$ cat src/rtl/rc_poly_resampler_pkg.sv
// Shared types and helpers for the rational polyphase resampler.
package rc_pkg;

  typedef enum logic [1:0] {NEED, MAC, OUT} state_t;

  function automatic int clog2(input int n);
    int r;
    r = 0;
    while ((1 << r) < n) r++;
    return r;
  endfunction

  // Index width that never collapses to zero bits.
  function automatic int idx_w(input int n);
    return (n > 1) ? clog2(n) : 1;
  endfunction

  function automatic logic signed [63:0] sat(input logic signed [63:0] value, input int width);
    logic signed [63:0] hi;
    logic signed [63:0] lo;
    hi = (64'sd1 <<< (width - 1)) - 64'sd1;
    lo = -(64'sd1 <<< (width - 1));
    if (value > hi) return hi;
    if (value < lo) return lo;
    return value;
  endfunction

endpackage

$ cat src/rtl/rc_poly_resampler_if.sv
// Sample, result and coefficient-load signals of the resampler.
interface rc_poly_resampler_if #(
  parameter int DW = 8,
  parameter int CW = 9,
  parameter int OW = 9,
  parameter int L  = 3,
  parameter int NT = 4
) ();
  import rc_pkg::*;

  localparam int PW  = idx_w(L);
  localparam int CAW = idx_w(L * NT);

  logic                  in_valid;
  logic                  in_ready;
  logic signed [DW-1:0]  x_in;
  logic                  out_valid;
  logic                  out_ready;
  logic signed [OW-1:0]  y_out;
  logic                  coef_we;
  logic [CAW-1:0]        coef_addr;
  logic signed [CW-1:0]  coef_data;
  logic [PW-1:0]         phase_o;

  modport master (
    output in_valid, x_in, out_ready, coef_we, coef_addr, coef_data,
    input  in_ready, out_valid, y_out, phase_o
  );

  modport slave (
    input  in_valid, x_in, out_ready, coef_we, coef_addr, coef_data,
    output in_ready, out_valid, y_out, phase_o
  );

endinterface

$ cat src/rtl/rc_poly_resampler_coef_file.sv
// Coefficient register file: synchronous write, asynchronous read, cleared on reset.
module rc_coef_file #(
  parameter int CW    = 9,
  parameter int DEPTH = 12,
  parameter int AW    = 4
) (
  input  logic                 clk,
  input  logic                 reset,
  input  logic                 we,
  input  logic [AW-1:0]        waddr,
  input  logic signed [CW-1:0] wdata,
  input  logic [AW-1:0]        raddr,
  output logic signed [CW-1:0] rdata
);

  logic signed [CW-1:0] mem [DEPTH];

  always_ff @(posedge clk or posedge reset) begin
    if (reset) begin
      for (int i = 0; i < DEPTH; i++) mem[i] <= '0;
    end else if (we && (int'(waddr) < DEPTH)) begin
      mem[waddr] <= wdata;
    end
  end

  assign rdata = (int'(raddr) < DEPTH) ? mem[raddr] : '0;

endmodule

$ cat src/rtl/rc_poly_resampler.sv
// Rational L/M resampler: polyphase FIR evaluated by one sequential MAC.
//   state | meaning
//   NEED  | pull inputs while acc >= L, then latch phase = acc
//   MAC   | NT cycles accumulating coef[ph*NT+k] * d[k]
//   OUT   | hold y_out/phase_o until out_ready, then acc += M
module rc_poly_resampler #(
  parameter int DW    = 8,
  parameter int CW    = 9,
  parameter int OW    = 9,
  parameter int L     = 3,
  parameter int M     = 4,
  parameter int NT    = 4,
  parameter int SHIFT = 8
) (
  input logic             clk,
  input logic             reset,
  rc_poly_resampler_if.slave bus
);
  import rc_pkg::*;

  localparam int AW  = clog2(L + M) + 1;
  localparam int PW  = idx_w(L);
  localparam int KW  = idx_w(NT);
  localparam int CAW = idx_w(L * NT);
  localparam int SW  = DW + CW + clog2(NT);

  state_t               state, state_nxt;
  logic [AW-1:0]        acc;
  logic signed [DW-1:0] d [NT];
  logic signed [SW-1:0] sum, prod, sum_nxt;
  logic [PW-1:0]        ph;
  logic [KW-1:0]        k;
  logic signed [CW-1:0] coef_rd;
  logic [CAW-1:0]       coef_raddr;
  logic signed [OW-1:0] y_q;
  logic                 in_ready_c, need_go, mac_last, in_hs, out_hs;

  rc_coef_file #(.CW(CW), .DEPTH(L * NT), .AW(CAW)) u_coef (
    .clk   (clk),
    .reset (reset),
    .we    (bus.coef_we),
    .waddr (bus.coef_addr),
    .wdata (bus.coef_data),
    .raddr (coef_raddr),
    .rdata (coef_rd)
  );

  assign coef_raddr = CAW'(int'(ph) * NT + int'(k));
  assign prod       = SW'(coef_rd) * SW'(d[k]);
  assign sum_nxt    = sum + prod;

  always_ff @(posedge clk or posedge reset) begin
    if (reset) state <= NEED;
    else       state <= state_nxt;
  end

  always_comb begin
    state_nxt  = state;
    in_ready_c = 1'b0;
    need_go    = 1'b0;
    mac_last   = 1'b0;
    case (state)
      NEED: begin
        if (acc >= AW'(L)) begin
          in_ready_c = 1'b1;
        end else begin
          need_go   = 1'b1;
          state_nxt = MAC;
        end
      end
      MAC: begin
        if (k == KW'(NT - 1)) begin
          mac_last  = 1'b1;
          state_nxt = OUT;
        end
      end
      OUT: begin
        if (bus.out_ready) state_nxt = NEED;
      end
      default: state_nxt = NEED;
    endcase
  end

  assign in_hs = bus.in_valid & in_ready_c;
  assign out_hs = (state == OUT) & bus.out_ready;

  always_ff @(posedge clk or posedge reset) begin
    if (reset) begin
      acc <= AW'(L);
      for (int i = 0; i < NT; i++) d[i] <= '0;
      sum <= '0;
      k   <= '0;
      ph  <= '0;
      y_q <= '0;
    end else begin
      if (in_hs) begin
        d[0] <= bus.x_in;
        for (int i = 1; i < NT; i++) d[i] <= d[i-1];
        acc <= acc - AW'(L);
      end
      if (out_hs) acc <= acc + AW'(M);
      if (need_go) begin
        ph  <= PW'(acc);
        k   <= '0;
        sum <= '0;
      end
      if (state == MAC) begin
        if (mac_last) begin
          // Arithmetic shift floors toward -inf before clamping.
          y_q <= OW'(sat(64'(sum_nxt) >>> SHIFT, OW));
          sum <= '0;
          k   <= '0;
        end else begin
          sum <= sum_nxt;
          k   <= k + KW'(1);
        end
      end
    end
  end

  assign bus.in_ready  = in_ready_c;
  assign bus.out_valid = (state == OUT);
  assign bus.y_out     = y_q;
  assign bus.phase_o   = ph;

endmodule
$ cat src/flat_wrapper.sv
// flat-port wrapper written by rule: the top's interface ports become plain ports
module rc_poly_resampler_flat import rc_pkg::*;
#(
  parameter int DW    = 8,
  parameter int CW    = 9,
  parameter int OW    = 9,
  parameter int L     = 3,
  parameter int M     = 4,
  parameter int NT    = 4,
  parameter int SHIFT = 8
)
  (clk, reset, bus_in_valid, bus_x_in, bus_out_ready, bus_coef_we, bus_coef_addr, bus_coef_data, bus_in_ready, bus_out_valid, bus_y_out, bus_phase_o);
  rc_poly_resampler_if #(.DW(DW), .CW(CW), .OW(OW), .L(L), .NT(NT)) bus_i ();
  input logic clk;
  input logic reset;
  input wire logic [$bits(bus_i.in_valid)-1:0] bus_in_valid;
  input wire logic [$bits(bus_i.x_in)-1:0] bus_x_in;
  input wire logic [$bits(bus_i.out_ready)-1:0] bus_out_ready;
  input wire logic [$bits(bus_i.coef_we)-1:0] bus_coef_we;
  input wire logic [$bits(bus_i.coef_addr)-1:0] bus_coef_addr;
  input wire logic [$bits(bus_i.coef_data)-1:0] bus_coef_data;
  output wire logic [$bits(bus_i.in_ready)-1:0] bus_in_ready;
  output wire logic [$bits(bus_i.out_valid)-1:0] bus_out_valid;
  output wire logic [$bits(bus_i.y_out)-1:0] bus_y_out;
  output wire logic [$bits(bus_i.phase_o)-1:0] bus_phase_o;
  assign bus_i.in_valid = bus_in_valid;
  assign bus_i.x_in = bus_x_in;
  assign bus_i.out_ready = bus_out_ready;
  assign bus_i.coef_we = bus_coef_we;
  assign bus_i.coef_addr = bus_coef_addr;
  assign bus_i.coef_data = bus_coef_data;
  assign bus_in_ready = bus_i.in_ready;
  assign bus_out_valid = bus_i.out_valid;
  assign bus_y_out = bus_i.y_out;
  assign bus_phase_o = bus_i.phase_o;
  rc_poly_resampler #(.DW(DW), .CW(CW), .OW(OW), .L(L), .M(M), .NT(NT), .SHIFT(SHIFT)) u_core (.clk(clk), .reset(reset), .bus(bus_i));
endmodule
$ cat config.mk
export PLATFORM = sky130hd
export DESIGN_NAME = rc_poly_resampler_flat
export DESIGN_NICKNAME = d
export VERILOG_FILES = /design/src/rtl/rc_poly_resampler_pkg.sv /design/src/rtl/rc_poly_resampler_if.sv /design/src/rtl/rc_poly_resampler_coef_file.sv /design/src/rtl/rc_poly_resampler.sv /design/src/flat_wrapper.sv
export SDC_FILE = /design/constraint.sdc
export NUM_CORES = 1
export LEC_CHECK = 0
export CAP_MARGIN = 20
export CORE_MARGIN = 2
export CORE_UTILIZATION = 30
export CTS_CLUSTER_DIAMETER = 30
export DETAILED_ROUTE_END_ITERATION = 10
export SLEW_MARGIN = 20
export SYNTH_ARGS = -nofsm -noshare
export SYNTH_HDL_FRONTEND = slang
export SYNTH_HIERARCHICAL = 1
export SYNTH_SLANG_ARGS = --single-unit
$ cat constraint.sdc
create_clock -name clk -period 15.27 [get_ports clk]
set_input_delay 1.527 -clock clk [delete_from_list [all_inputs] [get_ports clk]]
set_output_delay 1.527 -clock clk [all_outputs]
set_load 0.02 [all_outputs]
---- Yosys cells after proc, flatten, opt, wreduce, memory -nomap -nowiden ----
Cells that the tools add are included.
word-level totals
  bits in registers ....................... 178
  bits of input ports ..................... 26
  output and inout port bits .............. 13
  word-level logic and storage cells ...... 94
operators by class
  equality and inequality tests ........... 6
  bitwise operators ....................... 5
  muxes and demuxes ....................... 39
  reductions and logical operators ........ 7
  magnitude comparators ................... 9
  $mul .................................... 1
  add/subtract/negate cells ............... 5
operators by type and width
  cell                                                                                  count
  108-bit bitwise mux                                                                   1
  9-bit 2-to-1 mux                                                                      8
  19-bit 2-to-1 mux                                                                     3
  9-bit binary-select mux with 4-bit select                                             1
  9-bit demux with 4-bit select                                                         1
  19-bit by 17-bit adder with 19-bit output                                             1
  9-bit by 8-bit multiplier with 17-bit output                                          1
  8-bit binary-select mux with 2-bit select                                             1
  8-bit 2-to-1 mux                                                                      2
  1-bit 2-to-1 mux                                                                      13
  2-bit 2-to-1 mux                                                                      6
  11-bit by 9-bit > comparator with 1-bit output (second input constant)                1
  11-bit by 9-bit < comparator with 1-bit output (second input constant)                1
  5-bit greater-or-equal comparator (second input constant)                             2
  4-bit NOT with 5-bit output                                                           2
  4-bit < comparator (second input constant)                                            2
  4-bit 2-to-1 mux                                                                      2
  2-bit one-hot mux with 3 select lines                                                 1
  5-bit by 1-bit < comparator with 1-bit output (second input constant)                 1
  4-bit by 2-bit adder with 4-bit output                                                1
  4-bit by 3-bit adder with 4-bit output (second input constant)                        1
  2-bit equality test (second input constant)                                           2
  4-bit by 2-bit greater-or-equal comparator with 1-bit output (second input constant)  1
  2-bit inequality test (second input constant)                                         2
  other kinds (12)                                                                      15

---- Logic depth before layout (Yosys ltp) ----
  depth after elaboration ................. 17
  mapped depth ............................ 24

---- Modules after synthesis ----
Netlist, hierarchy kept.
modules (own cells, without submodules)
  module             times used  area an instance (µm²)  cells each
  rc_poly_resampler  1           6,580.1                 585
  rc_coef_file       1           4,994.8                 313

---- Worst setup path after synthesis ----
OpenSTA, ideal clock, no wires.
  path kind ............................... reg-to-reg
  from .................................... register u_core.ph[1] (netlist: u_core/bus.phase_o[1])
  to ...................................... register u_core.y_q[3] (netlist: u_core/bus.y_out[3])
  stages on the path, launching flop included .. 22
  clock period less this slack ............ 6.418 ns
  library setup time ...................... 0.122 ns
  setup slack ............................. 8.852 ns
  arrival ................................. 6.296 ns
  required time ........................... 15.148 ns
  cells stage by stage .................... dfrtp_1 -> buf_2 -> buf_2 -> nand2b_1 -> o21ai_0 -> and2_1 -> inv_1 -> fa_1 -> inv_1 -> fa_1 -> fa_1 -> fa_1 -> ha_1 -> ha_1 -> a2111o_1 -> a31oi_1 -> o211a_1 -> or2_2 -> xor2_4 -> clkbuf_8 -> nand3_1 -> a32o_1
between the ends
  longest elaborated chain between the ends .. 15
RTL lines
  item                                                  line                               source
  from (decl)                                           rc_poly_resampler.sv:31            logic [PW-1:0] ph;
  from (signal assigned)                                rc_poly_resampler.sv:103           ph <= PW'(acc);
  4-bit by 2-bit adder with 4-bit output *              rc_poly_resampler.sv:48            assign coef_raddr = CAW'(int'(ph) * NT + int'(k));
  4-bit NOT with 5-bit output (implied by the code)     rc_poly_resampler_coef_file.sv:26  assign rdata = (int'(raddr) < DEPTH) ? mem[raddr] : '0;
  9-bit binary-select mux with 4-bit select             rc_poly_resampler_coef_file.sv:26
  9-bit 2-to-1 mux (implied by the code) (2 in series)  rc_poly_resampler_coef_file.sv:26
  9-bit 2-to-1 mux *                                    rc_poly_resampler_coef_file.sv:26
  via u_core.coef_rd[8]                                 rc_poly_resampler.sv:33            logic signed [CW-1:0] coef_rd;
  9-bit by 8-bit multiplier with 17-bit output *        rc_poly_resampler.sv:49            assign prod = SW'(coef_rd) * SW'(d[k]);
  19-bit by 17-bit adder with 19-bit output *           rc_poly_resampler.sv:50            assign sum_nxt = sum + prod;
  11-bit by 9-bit < comparator with 1-bit output        rc_poly_resampler_pkg.sv:24        if (value < lo) return lo;
  1-bit 2-to-1 mux (2 in series)                        rc_poly_resampler_pkg.sv:24
  1-bit 2-to-1 mux                                      rc_poly_resampler.sv:108           if (mac_last) begin
  1-bit 2-to-1 mux                                      rc_poly_resampler.sv:107           if (state == MAC) begin
  9-bit 2-to-1 mux                                      rc_poly_resampler_pkg.sv:25        return value;
  9-bit 2-to-1 mux *                                    rc_poly_resampler_pkg.sv:24
  to (signal assigned)                                  rc_poly_resampler.sv:110           y_q <= OW'(sat(64'(sum_nxt) >>> SHIFT, OW));
  to (decl)                                             rc_poly_resampler.sv:35            logic signed [OW-1:0] y_q;
The timed path passes the listed nets; every way through them passes the cells marked *. The select of a mux whose other input is x is not followed.
A chain may end at the register's enable or synchronous reset.

---- Final worst setup path ----
  from .................................... register u_core.k[1]
  to ...................................... register u_core.y_q[2] (netlist: u_core/bus.y_out[2])
between the ends
  longest elaborated chain between the ends .. 15
RTL lines
  item                                                  line                               source
  from (decl)                                           rc_poly_resampler.sv:32            logic [KW-1:0] k;
  from (signal assigned)                                rc_poly_resampler.sv:115           k <= k + KW'(1);
  4-bit by 2-bit adder with 4-bit output *              rc_poly_resampler.sv:48
  4-bit NOT with 5-bit output (implied by the code)     rc_poly_resampler_coef_file.sv:26
  9-bit binary-select mux with 4-bit select             rc_poly_resampler_coef_file.sv:26
  9-bit 2-to-1 mux (implied by the code) (2 in series)  rc_poly_resampler_coef_file.sv:26
  9-bit 2-to-1 mux *                                    rc_poly_resampler_coef_file.sv:26
  via u_core.coef_rd[2]                                 rc_poly_resampler.sv:33
  9-bit by 8-bit multiplier with 17-bit output *        rc_poly_resampler.sv:49
  19-bit by 17-bit adder with 19-bit output *           rc_poly_resampler.sv:50
  11-bit by 9-bit < comparator with 1-bit output        rc_poly_resampler_pkg.sv:24
  1-bit 2-to-1 mux (2 in series)                        rc_poly_resampler_pkg.sv:24
  1-bit 2-to-1 mux                                      rc_poly_resampler.sv:108
  1-bit 2-to-1 mux                                      rc_poly_resampler.sv:107
  9-bit 2-to-1 mux                                      rc_poly_resampler_pkg.sv:25
  9-bit 2-to-1 mux *                                    rc_poly_resampler_pkg.sv:24
Marks and branches as above.

==> impl_metrics.prom <==
# TYPE chip_impl_metric gauge
chip_impl_metric{name="clockBufferDepth",unit=""} 2
chip_impl_metric{name="seq_area_frac_synth",unit=""} 0.3850
chip_impl_metric{name="total_number_of_vias",unit=""} 6938
chip_impl_metric{name="total_area_of_multi_input_combinational_cells",unit="sq um"} 6556
chip_impl_metric{name="tritoncts_num_sinks",unit=""} 178
chip_impl_metric{name="die_h",unit="um"} 200.4
chip_impl_metric{name="grt_start_max_net_pins",unit=""} 75
chip_impl_info{name="crit_type",value="register to register"} 1
chip_impl_metric{name="cts.repair.resized",unit=""} 0
chip_impl_metric{name="initial_core_util",unit=""} 0.3059
chip_impl_metric{name="slew_violations",unit=""} 0
chip_impl_info{name="cts.root.buffer_cell",value="sky130_fd_sc_hd__clkbuf_16"} 1
chip_impl_metric{name="drt_pass1_iterations",unit=""} 4
chip_impl_metric{name="number_of_antenna_violations_at_the_first_check_in_global_routing",unit=""} 0
chip_impl_metric{name="floorplan.rows",unit=""} 71
chip_impl_metric{name="wire_per_inst",unit="um"} 16.77
chip_impl_metric{name="layout_filler_cell_count",unit=""} 3778
chip_impl_metric{name="synthesis.area_per_instance",unit="sq um"} 12.89
chip_impl_metric{name="number_of_enable_flip_flop_cells_after_synthesis",unit=""} 0
chip_impl_metric{name="sequential_area",unit="sq um"} 4458
chip_impl_metric{name="io_buffers",unit=""} 38
chip_impl_metric{name="hpwl",unit="um"} 17960
chip_impl_metric{name="max_slew.worst_pin.slew",unit="ns"} 1.055
chip_impl_metric{name="antenna_left",unit=""} 0
chip_impl_metric{name="synth_seq_cells",unit=""} 178
chip_impl_metric{name="hold-path-cell-count",unit=""} 2
chip_impl_metric{name="finClkSkew",unit="ns"} 0.01109
chip_impl_metric{name="worstPathRequired",unit="ns"} 15.59
chip_impl_metric{name="max_cap_violations",unit=""} 0
chip_impl_metric{name="synth_async_sr_flop_share",unit=""} 1.000
chip_impl_metric{name="data_arrival_time_of_the_worst_path",unit="ns"} 8.16
chip_impl_metric{name="worst-r2r-cell-count",unit=""} 17
chip_impl_metric{name="post_synth_instance_area",unit="sq um"} 11570
chip_impl_info{name="min-delay-path-class",value="register to register"} 1
chip_impl_metric{name="post-route-period-util",unit=""} 0.5133
chip_impl_info{name="unrepaired_setup_endpoints_after_global_routing",value="no"} 1
chip_impl_metric{name="insertedDiodeCount",unit=""} 0
chip_impl_metric{name="hold_buffers",unit=""} 0
chip_impl_metric{name="mappedNetlistNets",unit=""} 1058
chip_impl_info{name="startpoint_type_of_the_worst_setup_path",value="register"} 1
chip_impl_metric{name="critical_path_peak_fanout",unit=""} 24
chip_impl_metric{name="period_minus_slack",unit="ns"} 7.837
chip_impl_info{name="outcome",value="completed"} 1
chip_impl_info{name="tritoncts_clock_tree",value="yes"} 1
chip_impl_metric{name="grt_first_pass_wirelength",unit="um"} 40480
chip_impl_metric{name="die-area",unit="sq um"} 40170
chip_impl_metric{name="drt_first_iter_violations",unit=""} 310
chip_impl_metric{name="fin_tns_setup",unit="ns"} 0
chip_impl_metric{name="pin_count",unit=""} 39
chip_impl_metric{name="setup-violations-final",unit=""} 0
chip_impl_metric{name="number_of_buffers_created_by_cts",unit=""} 17
chip_impl_metric{name="worst_slew_slack_as_a_fraction_of_its_limit",unit=""} 0.2889
chip_impl_metric{name="finalWirelength",unit="um"} 24380
chip_impl_metric{name="max_freq",unit="GHz"} 0.1276
chip_impl_metric{name="drc",unit=""} 0
chip_impl_metric{name="clk-insertion-delay-late",unit="ns"} 0.43
chip_impl_metric{name="drive_above_1_share",unit=""} 0.2471
chip_impl_metric{name="final_net_count",unit=""} 1090
chip_impl_metric{name="cts_post_setup_buffers_inserted",unit=""} 0
chip_impl_metric{name="gr-usage-all-layers",unit=""} 0.1263
chip_impl_metric{name="synthDistinctLibCells",unit=""} 67
chip_impl_metric{name="ys.warnings.count",unit=""} 6
chip_impl_metric{name="core_area",unit="sq um"} 37840
chip_impl_metric{name="hold-worst-slack",unit="ns"} 0.4898
chip_impl_metric{name="flow.area_growth_from_synthesis",unit="%"} 13.27
chip_impl_metric{name="path_clk_slew",unit="ns"} 0.07
chip_impl_metric{name="avgViaCountPerCell",unit=""} 4.772
chip_impl_info{name="critical_path.endpoint_type",value="register"} 1
chip_impl_metric{name="gp_congestion",unit=""} 0.7842
chip_impl_info{name="synth-main-ff-cell",value="sky130_fd_sc_hd__dfrtp_1"} 1
chip_impl_metric{name="via_count_of_the_first_global_routing_pass",unit=""} 7350
chip_impl_metric{name="gr-total-overflow",unit=""} 0
chip_impl_metric{name="synthesis.instances",unit=""} 898
chip_impl_metric{name="hold_violations",unit=""} 0
chip_impl_metric{name="chipWidth",unit="um"} 200.4
chip_impl_metric{name="ctsHtreeMaxLevel",unit=""} 4
-- final timing paths --
kind,startpoint,endpoint,slack (ns)
worst max-delay path,u_core/k[1],u_core/bus.y_out[2],7.43
worst min-delay path,u_core/sum[7],u_core/sum[7],0.49
worst max register to register,u_core/k[1],u_core/bus.y_out[2],7.43
worst min register to register,u_core/sum[7],u_core/sum[7],0.49
max in group asynchronous,reset,u_core/u_coef/mem[104],12.44
min in group asynchronous,reset,u_core/bus.y_out[8],1.50
-- cell usage in the layout (no fill, tap or decap), types with 4 or more instances in the layout --
| master | instances |
|---|---|
| sky130_fd_sc_hd__dfrtp_1 | 175 |
| sky130_fd_sc_hd__mux2_2 | 145 |
| sky130_fd_sc_hd__inv_1 | 95 |
| sky130_fd_sc_hd__fa_1 | 87 |
| sky130_fd_sc_hd__ha_1 | 47 |
| sky130_fd_sc_hd__nand2_1 | 46 |
| sky130_fd_sc_hd__and2_1 | 40 |
| sky130_fd_sc_hd__clkdlybuf4s50_1 | 38 |
| sky130_fd_sc_hd__o21ai_0 | 27 |
| sky130_fd_sc_hd__clkbuf_16 | 17 |
| sky130_fd_sc_hd__mux4_2 | 17 |
| sky130_fd_sc_hd__mux4_1 | 17 |
| sky130_fd_sc_hd__nor2_1 | 15 |
| sky130_fd_sc_hd__a22o_1 | 12 |
| sky130_fd_sc_hd__a21oi_1 | 11 |
| sky130_fd_sc_hd__xnor2_1 | 10 |
| sky130_fd_sc_hd__nand2b_1 | 10 |
| sky130_fd_sc_hd__buf_4 | 10 |
| sky130_fd_sc_hd__a22oi_1 | 9 |
| sky130_fd_sc_hd__a31oi_1 | 7 |
| sky130_fd_sc_hd__xor2_1 | 7 |
| sky130_fd_sc_hd__nor2_2 | 6 |
| sky130_fd_sc_hd__nor2b_1 | 4 |
| sky130_fd_sc_hd__a21o_1 | 4 |
| sky130_fd_sc_hd__or2_2 | 4 |
| sky130_fd_sc_hd__nand3_1 | 4 |
| sky130_fd_sc_hd__o21bai_1 | 4 |
| sky130_fd_sc_hd__o21ai_1 | 4 |
-- logic make-up (layout without fill, tap and decap cells) --
family / after synthesis / after routing / share of synthesized area
multiplexers: 182 / 182 / 0.2153
flip-flops: 178 / 178 / 0.3850
AND/OR/NAND/NOR: 148 / 148 / 0.06918
adder cells (fa/ha/maj): 134 / 134 / 0.2013
buffers and inverters: 132 / 177 / 0.04853
AO/OA/AOI/OAI: 104 / 104 / 0.06194
XOR/XNOR: 20 / 20 / 0.01870
-- layout make-up --
cell class | count | share of cell area
multi-input combinational | 588 | 0.5000
timing repair buffer | 48 | 0.03474
inverter | 97 | 0.02796
tap | 511 | 0.04876
sequential | 178 | 0.3400
clock inverter | 12 | 0.01288
clock buffer | 20 | 0.03560
-- per-layer routing --
layer	part of all wire	GRT usage	vias to the layer above	wire [um]
li1	-	-	3183	-
met1	0.46	0.1723	3630	11220
met2	0.49	0.2101	104	12010
met3	0.034	0.01867	21	833
met4	0.013	0.03466	0	319
met5	0	0	-	0
-- cells in the mapped netlist (3+ instances only) --
cell type                  number  area (sq um)
sky130_fd_sc_hd__dfrtp_1      176          4404
sky130_fd_sc_hd__o21bai_1       4         30.03
sky130_fd_sc_hd__xor2_1         7         61.31
sky130_fd_sc_hd__nand2b_1      10         62.56
sky130_fd_sc_hd__mux2i_1        3         30.03
sky130_fd_sc_hd__nor2_2         6         37.54
sky130_fd_sc_hd__a21o_1         4         30.03
sky130_fd_sc_hd__a22o_1        12         105.1
sky130_fd_sc_hd__nand3_1        4         20.02
sky130_fd_sc_hd__nand3b_1       3         22.52
sky130_fd_sc_hd__mux2_2       145          1633
sky130_fd_sc_hd__o311ai_0       3         26.28
sky130_fd_sc_hd__nand2_1       46         172.7
sky130_fd_sc_hd__nor2_1        15         56.30
sky130_fd_sc_hd__buf_2          8         40.04
sky130_fd_sc_hd__nor2b_1        4         25.02
sky130_fd_sc_hd__a22oi_1        9         67.56
sky130_fd_sc_hd__fa_1          87          1742
sky130_fd_sc_hd__ha_1          47         588.1
sky130_fd_sc_hd__o21ai_1        4         20.02
sky130_fd_sc_hd__clkbuf_1      20         75.07
sky130_fd_sc_hd__nor3_1         3         15.01
sky130_fd_sc_hd__mux4_1        17         446.7
sky130_fd_sc_hd__and2_1        40         250.2
sky130_fd_sc_hd__mux4_2        17         382.9
sky130_fd_sc_hd__buf_6          3         33.78
sky130_fd_sc_hd__o211a_1        3         30.03
sky130_fd_sc_hd__xnor2_1       10         87.58
sky130_fd_sc_hd__a21oi_1       11         55.05
sky130_fd_sc_hd__inv_1         97         364.1
sky130_fd_sc_hd__a31oi_1        7         43.79
sky130_fd_sc_hd__o21ai_0       27         135.1
sky130_fd_sc_hd__or2_2          4         25.02
sky130_fd_sc_hd__o211ai_1       3         22.52
-- critical path, stage by stage, from the launching register on --
cell,delay (ns)
sky130_fd_sc_hd__dfrtp_2,0.66
sky130_fd_sc_hd__buf_4,0.49
sky130_fd_sc_hd__mux4_1,0.66
sky130_fd_sc_hd__a22oi_1,0.23
sky130_fd_sc_hd__o21ai_0,0.42
sky130_fd_sc_hd__and2_1,0.32
sky130_fd_sc_hd__fa_1,0.45
sky130_fd_sc_hd__fa_1,0.59
sky130_fd_sc_hd__fa_1,0.45
sky130_fd_sc_hd__fa_1,0.51
sky130_fd_sc_hd__fa_1,0.41
sky130_fd_sc_hd__ha_1,0.37
sky130_fd_sc_hd__a2111o_1,0.47
sky130_fd_sc_hd__a21oi_1,0.34
sky130_fd_sc_hd__nor4_1,0.11
sky130_fd_sc_hd__nor4_2,0.73
sky130_fd_sc_hd__o311ai_0,0.28
sky130_fd_sc_hd__a22o_1,0.23
-- state kept, by name (all words and copies together), names as in the netlist --
signal and count:
u_core/k 2, u_core/u_coef/mem 108, u_core/bus.phase_o 2, u_core/sum 19
u_core/d 32, u_core/bus.y_out 9, u_core/acc 4, u_core/state 2
-- metrics by stage --
step | util | cell area, sq um | std cells | worst slack [ns]
4_1_cts | 0.3465 | 13110 | 1454 | 7.450
5_1_grt | 0.3465 | 13110 | 1454 | 6.895
3_5_place_dp | 0.3297 | 12480 | 1422 | 7.451
2_1_floorplan | - | 11570 | 898 | 8.852
3_3_place_gp | 0.3297 | 12480 | 1422 | 7.608
6_report | 0.3465 | 13110 | 1454 | 7.433
Power is left out: the tool's default activity adds up to more than one toggle a clock period on the data nets, which glitch-free logic cannot reach.
